--- config.mk ---
export PLATFORM = sky130hd
export DESIGN_NAME = id_stage
export DESIGN_NICKNAME = d
export VERILOG_FILES = /design/src/rtl/id_stage_pkg.sv /design/src/rtl/id_stage_grf.sv /design/src/rtl/id_stage.sv
export SDC_FILE = /design/constraint.sdc
export NUM_CORES = 2
export LEC_CHECK = 0
export BUFFER_PORTS_ARGS = -buffer_cell sky130_fd_sc_hd__buf_2
export CAP_MARGIN = 10
export CORE_ASPECT_RATIO = 0.9
export CORE_MARGIN = 2
export CORE_UTILIZATION = 33
export CTS_BUF_LIST = sky130_fd_sc_hd__clkbuf_8
export CTS_CLUSTER_SIZE = 25
export DETAILED_ROUTE_END_ITERATION = 8
export PLACE_DENSITY = 0.47
export RECOVER_POWER = 50
export SLEW_MARGIN = 0
export SYNTH_ARGS = -nofsm -noshare
export SYNTH_HDL_FRONTEND = slang
export SYNTH_SLANG_ARGS = --single-unit
--- constraint.sdc ---
create_clock -name Clk -period 3.9 [get_ports Clk]
set_clock_uncertainty 0.05 [all_clocks]
set_input_delay 0.39 -clock Clk [delete_from_list [all_inputs] [get_ports Clk]]
set_output_delay 0.39 -clock Clk [all_outputs]
set_load 0.02 [all_outputs]
--- src/rtl/id_stage_pkg.sv ---
// Shared opcode/funct constants, reset PC and instruction classification for the ID stage.
package id_stage_pkg;

   localparam logic [5:0] SPECIAL = 6'h00;
   localparam logic [5:0] ORI     = 6'h0d;
   localparam logic [5:0] LUI     = 6'h0f;
   localparam logic [5:0] LW      = 6'h23;
   localparam logic [5:0] SW      = 6'h2b;
   localparam logic [5:0] BEQ     = 6'h04;
   localparam logic [5:0] BNE     = 6'h05;
   localparam logic [5:0] JAL     = 6'h03;

   localparam logic [5:0] ADDU    = 6'h21;
   localparam logic [5:0] SUBU    = 6'h23;
   localparam logic [5:0] JR      = 6'h08;

   localparam logic [31:0] RESET_PC = 32'h0000_3000;

   typedef enum logic [3:0] {
      INSTR_NOP,
      INSTR_ADDU,
      INSTR_SUBU,
      INSTR_ORI,
      INSTR_LUI,
      INSTR_LW,
      INSTR_SW,
      INSTR_BEQ,
      INSTR_BNE,
      INSTR_JAL,
      INSTR_JR
   } instr_e;

   // Anything outside the supported subset collapses to INSTR_NOP.
   function automatic instr_e decode_instr(input logic [5:0] op, input logic [5:0] funct);
      instr_e kind;
      kind = INSTR_NOP;
      case (op)
         SPECIAL: begin
            case (funct)
               ADDU:    kind = INSTR_ADDU;
               SUBU:    kind = INSTR_SUBU;
               JR:      kind = INSTR_JR;
               default: kind = INSTR_NOP;
            endcase
         end
         ORI:     kind = INSTR_ORI;
         LUI:     kind = INSTR_LUI;
         LW:      kind = INSTR_LW;
         SW:      kind = INSTR_SW;
         BEQ:     kind = INSTR_BEQ;
         BNE:     kind = INSTR_BNE;
         JAL:     kind = INSTR_JAL;
         default: kind = INSTR_NOP;
      endcase
      return kind;
   endfunction

endpackage

--- src/rtl/id_stage_grf.sv ---
// 32x32 general register file: two combinational read ports, one write port, $0 hardwired to zero.
// Define ID_WB_BYPASS_EN to forward the current write-back data onto matching read ports.
module id_stage_grf #(
   parameter int GRF_DEPTH = 32
) (
   input  logic        Clk,
   input  logic        Rst,
   input  logic        we,
   input  logic [4:0]  a3,
   input  logic [31:0] wd,
   input  logic [4:0]  ra1,
   input  logic [4:0]  ra2,
   output logic [31:0] rd1,
   output logic [31:0] rd2
);

   // Entry 0 has no storage; it reads as zero and swallows writes.
   logic [31:0] regs_reg [1:GRF_DEPTH-1];

   always_ff @(posedge Clk) begin
      if (Rst) begin
         for (int i = 1; i < GRF_DEPTH; i++) begin
            regs_reg[i] <= '0;
         end
      end else if (we && (a3 != 5'd0)) begin
         regs_reg[a3] <= wd;
      end
   end

   function automatic logic [31:0] read_port(input logic [4:0] ra);
      logic [31:0] value;
      value = (ra == 5'd0) ? 32'd0 : regs_reg[ra];
`ifdef ID_WB_BYPASS_EN
      if (we && (a3 != 5'd0) && (a3 == ra)) begin
         value = wd;
      end
`endif
      return value;
   endfunction

   always_comb begin
      rd1 = read_port(ra1);
      rd2 = read_port(ra2);
   end

endmodule

--- src/rtl/id_stage.sv ---
// MIPS decode stage: IF/ID register, GRF, immediate extension and branch/jump resolution in ID.
// Define ID_WB_BYPASS_EN to make write-back data visible on GRF reads in the same cycle.
module id_stage #(
   parameter logic [31:0] RESET_PC  = id_stage_pkg::RESET_PC,
   parameter int          GRF_DEPTH = 32
) (
   input  logic        Clk,
   input  logic        Rst,
   input  logic        Stall,
   input  logic        Flush,
   input  logic [31:0] IF_Instr,
   input  logic [31:0] IF_PC,
   input  logic        WB_We,
   input  logic [4:0]  WB_A3,
   input  logic [31:0] WB_WD,
   output logic [31:0] ID_Instr,
   output logic [31:0] ID_PC,
   output logic        ID_Valid,
   output logic [31:0] ID_RD1,
   output logic [31:0] ID_RD2,
   output logic [31:0] ID_Ext,
   output logic        ID_Redirect,
   output logic [31:0] ID_Target,
   output logic        ID_Link
);

   import id_stage_pkg::*;

   logic [31:0] instr_reg;
   logic [31:0] pc_reg;
   logic        valid_reg;

   // Flush shares the reset bubble and takes priority over Stall.
   always_ff @(posedge Clk) begin
      if (Rst || Flush) begin
         instr_reg <= '0;
         pc_reg    <= RESET_PC;
         valid_reg <= 1'b0;
      end else if (!Stall) begin
         instr_reg <= IF_Instr;
         pc_reg    <= IF_PC;
         valid_reg <= 1'b1;
      end
   end

   logic [4:0]  rs;
   logic [4:0]  rt;
   logic [15:0] imm;
   logic [31:0] rd1;
   logic [31:0] rd2;

   assign rs  = instr_reg[25:21];
   assign rt  = instr_reg[20:16];
   assign imm = instr_reg[15:0];

   id_stage_grf #(
      .GRF_DEPTH (GRF_DEPTH)
   ) u_grf (
      .Clk (Clk),
      .Rst (Rst),
      .we  (WB_We),
      .a3  (WB_A3),
      .wd  (WB_WD),
      .ra1 (rs),
      .ra2 (rt),
      .rd1 (rd1),
      .rd2 (rd2)
   );

   instr_e      kind;
   logic        eq;
   logic        taken;
   logic [31:0] pc_plus4;
   logic [31:0] branch_off;
   logic [31:0] ext_next;
   logic [31:0] target_next;

   always_comb begin
      kind        = decode_instr(instr_reg[31:26], instr_reg[5:0]);
      eq          = (rd1 == rd2);
      pc_plus4    = pc_reg + 32'd4;
      branch_off  = {{14{imm[15]}}, imm, 2'b00};

      case (kind)
         INSTR_ORI: ext_next = {16'h0000, imm};
         INSTR_LUI: ext_next = {imm, 16'h0000};
         default:   ext_next = {{16{imm[15]}}, imm};
      endcase

      taken = 1'b0;
      target_next = pc_plus4;
      case (kind)
         INSTR_BEQ: begin
            taken       = eq;
            target_next = pc_plus4 + branch_off;
         end
         INSTR_BNE: begin
            taken       = !eq;
            target_next = pc_plus4 + branch_off;
         end
         INSTR_JAL: begin
            taken       = 1'b1;
            target_next = {pc_reg[31:28], instr_reg[25:0], 2'b00};
         end
         INSTR_JR: begin
            taken       = 1'b1;
            target_next = rd1;
         end
         default: begin
            taken       = 1'b0;
            target_next = pc_plus4;
         end
      endcase

      // Bubbles and reset must never steer fetch.
      taken = taken && valid_reg && !Rst;
      if (!taken) begin
         target_next = pc_plus4;
      end
   end

   assign ID_Instr    = instr_reg;
   assign ID_PC       = pc_reg;
   assign ID_Valid    = valid_reg;
   assign ID_RD1      = rd1;
   assign ID_RD2      = rd2;
   assign ID_Ext      = ext_next;
   assign ID_Redirect = taken;
   assign ID_Target   = target_next;
   assign ID_Link     = valid_reg && (kind == INSTR_JAL);

endmodule
==> summary.txt <==
Yosys
  • Post-Syn Instances: 4,281
  • Post-synthesis adder-cell area fraction: 0.755%
  • Dominant synthesized flop cell: edfxtp_1
  • Post-Synth XOR/XNOR Area: 1.20%
  • Simple-gate share of the synthesized area: 14.3%
  • Post-synth EDFFs: 1,024
  • Synth Warn #: 0
  • Synthesized area per cell: 14.2 um2
  • Cell variety after synth: 69
  • Number of synthesized register bits: 1,099
  • Fraction of registers with async set/reset: 0%
  • Sequential element share of the synthesized area: 53.1%
  • Mapped Area: 0.0607 mm2
  • Largest family of logic cells by synthesized area: multiplexers
  • Complex-gate fraction of the synthesized area: 3.99%
  • Mux cell area share after synthesis: 22.9%

Critical path
  • Crit path to: ID_Target[21]
  • Worst reg2reg startpoint: ID_Instr[15]
  • Worst Setup End Kind: output port
  • Crit start category: register
  • CP required: 3.46 ns
  • Crit Path Class: register to output port
  • Critical Path Fanout Max: 9
  • CP arrival: 5.30 ns
  • Worst reg2reg endpoint: ID_Instr[15]
  • Worst reg-to-reg path cell count: 4
  • R2r setup slk: 2.38 ns

Floorplan
  • Full die area: 0.187 mm2
  • Initial Util: 33.2%
  • IO Count: 301
  • Die Wd: 456 um
  • Die height: 411 um
  • Core Footprint: 0.183 mm2
  • Rows: 149

Global routing
  • Initial antenna violation count: 28
  • Vias in the first global route: 44,097
  • Largest net degree at the start of global routing: 38
  • First-pass GRT wire length: 346 mm
  • Tot GR Track Use: 26.3%
  • Total grt overflow: 0

Status
  • Violated checks: max-capacitance violations, max-slew violations, negative setup slack
  • Status: finished with violations

Clocking
  • CTS Buffer Depth: 3
  • CTS Buf Count: 192
  • CTS H-tree depth: 4
  • Root buf cell: clkbuf_8
  • TritonCTS clock tree: done
  • CTS Sinks: 1,099
  • Worst skew pair latency: 0.95 ns
  • Worst-path clk slew: 0.08 ns

Power and ir drop
  • Leakage power: 0.0277 uW
  • P per Cell Area: 375 mW/mm2
  • Max rail drop VDD: 0.343 mV

Drt
  • TritonRoute pass-1 iters: 5
  • Drt total wl: 251 mm
  • Detail Route Antenna Nets: 0
  • DRC Markers: 0
  • Vias/cell: 5.50
  • DR WL/cell: 31.9 um
  • Via count: 43,403
  • Initial DRC Count: 4,638

STA
  • Pins Over Slew Limit: 620
  • Setup violations, final: 124
  • Final worst path period need: 5.74 ns
  • RSZ-0062 raised after global routing: true
  • Final hold viol count: 0
  • Relative slew slack: -41.5%
  • Period utilization: 147%
  • Max Fclk: 174 MHz
  • Measured slew at the worst slew-check pin: 2.12 ns
  • Setup slack after layout: -1.84 ns

Placement
  • IO Port Bufs: 300
  • Pre-CTS setup slack: -1.59 ns
  • Placed Cells: 7,290
  • Gpl congestion: 0.901
  • DP HPWL: 161 mm

Layout
  • Max reg flops: 1,024
  • Non-Filler Instances: 7,886
  • Layout cells sized above 1: 38.6%
  • Area added between synthesis and finish: 27.5%
  • NumNets Final: 5,429

Flow run
  • Maxcap violations: 28

Worst hold path
  • Worst Hold Class: input pin to register
## power by group
part / switching [uW] / internal (uW)
combinational: 2450 / 1890
clock: 5350 / 5460
sequential: 336 / 13500
## how the worst min path moves through the flow
stage / slack [ns] / end / startpoint / cells past startpoint
final: 0.08 / register / Stall / 3
after global routing: 0.07 / ID_Instr[14] / Stall / 3
after CTS: 0.003 / ID_PC[30] / Flush / 4
after detailed placement: 0.45 / ID_Valid / ID_Valid / 2
after global placement: 0.45 / ID_Valid / ID_Valid / 2
after floorplan: 0.44 / u_grf.regs_reg[0][0] / WB_WD[0] / 0
## repair_timing
action / 4_1_cts / 5_1_grt
gates resized for setup: 287 / 178
setup buffers: 78 / 71
cloned: 9 / 3
setup endpoints to repair: 89 / 74
hold buffers: 107 / 0
pin swaps: 40 / 50
hold endpoints to repair: 251 / 0
## cells in the final DEF, fill, tap and decap left out, types with 32 or more instances in the layout
cell and n:
mux4_2 512, conb_1 32, nor2_4 37, a21oi_1 35, clkbuf_1 43, o21ai_0 41, a211oi_1 44, buf_12 81
buf_2 215, nor2_1 108, buf_6 86, and2_1 746, o22ai_1 44, clkinv_1 54, xnor2_1 46, dfxtp_1 56
nand2_1 170, clkbuf_8 204, nand3_1 42, edfxtp_1 1024, mux2i_1 164, ha_1 35, dlygate4sd3_1 107, inv_1 97
and2_0 263, buf_4 588
## cells in the mapped netlist (all sizes together), types with 6 or more instances
cell type / n / area (um2)
o21a: 21 / 158
mux2: 28 / 413
mux2i: 193 / 1930
nand2b: 9 / 56.3
nand2: 201 / 754
edfxtp: 1024 / 30700
o22a: 11 / 96.3
nor2b: 10 / 62.6
buf: 153 / 1130
a22oi: 18 / 135
xnor2: 51 / 447
inv: 51 / 191
or3b: 6 / 52.6
clkbuf: 249 / 935
o211ai: 6 / 45.0
nand4: 11 / 68.8
xor2: 32 / 280
o2111ai: 45 / 394
and3: 19 / 129
and2: 1012 / 6330
a21oi: 41 / 205
nand3b: 8 / 60.1
a211oi: 60 / 450
a21o: 24 / 180
o21ai: 43 / 215
nor2: 148 / 556
or2: 34 / 213
ha: 35 / 438
o22ai: 54 / 338
nor4: 11 / 75.1
dfxtp: 75 / 1500
nand3: 45 / 225
mux4: 512 / 11500
## logic make-up after synthesis
family	count (synthesis)
buf+inv	453
fa+ha+maj	36
mux	733
xor+xnor	83
flops	1099
other cells	1
compound gates	347
simple gates	1529
## per-stage QoR
stage	instance area (um2)	total power, uW	hold WS [ns]	TNS [ns]	util, %
after floorplan	61000	15900	0.439	-2.30	-
after global placement	69600	17900	0.447	-46.76	38.0
after CTS	76200	29000	0.00331	-62.33	41.6
final	77400	29000	0.0823	-64.50	42.3
after global routing	77300	29900	0.0705	-72.43	42.2
after detailed placement	69600	17900	0.451	-48.30	38.0
## critical path: stages, from the launching register on
cell	delay (ns)
dfxtp_4	0.41
buf_8	0.16
buf_4	0.13
buf_12	0.14
buf_16	0.16
buf_4	0.15
mux4_2	0.51
mux2i_1	0.20
a211oi_1	0.11
nand2_1	0.12
xor2_1	0.17
nor4_1	0.29
nand4_1	0.15
buf_4	0.18
nor4_4	0.20
buf_4	0.20
mux2_4	0.33
and2_4	0.24
mux2_4	0.33
buf_6	0.13
## routing by layer
layer | part of all wire [%] | global-route usage [%] | vias up
li1 | - | - | 18256
met1 | 42 | 35.6 | 22518
met2 | 46 | 41.7 | 2144
met3 | 7.8 | 4.88 | 479
met4 | 4.2 | 10.8 | 6
met5 | 0.015 | 0 | -
## final cells by class
class,instances,area (um2)
clock buffer,204,2810
fill,16951,106000
tap,2416,3020
clock inverter,152,923
antenna,21,52.6
multi-input combinational,2763,27900
inverter,51,220
timing repair buffer,1180,10200
sequential,1099,32300
Note: power is estimated with default switching activity, not from simulation.
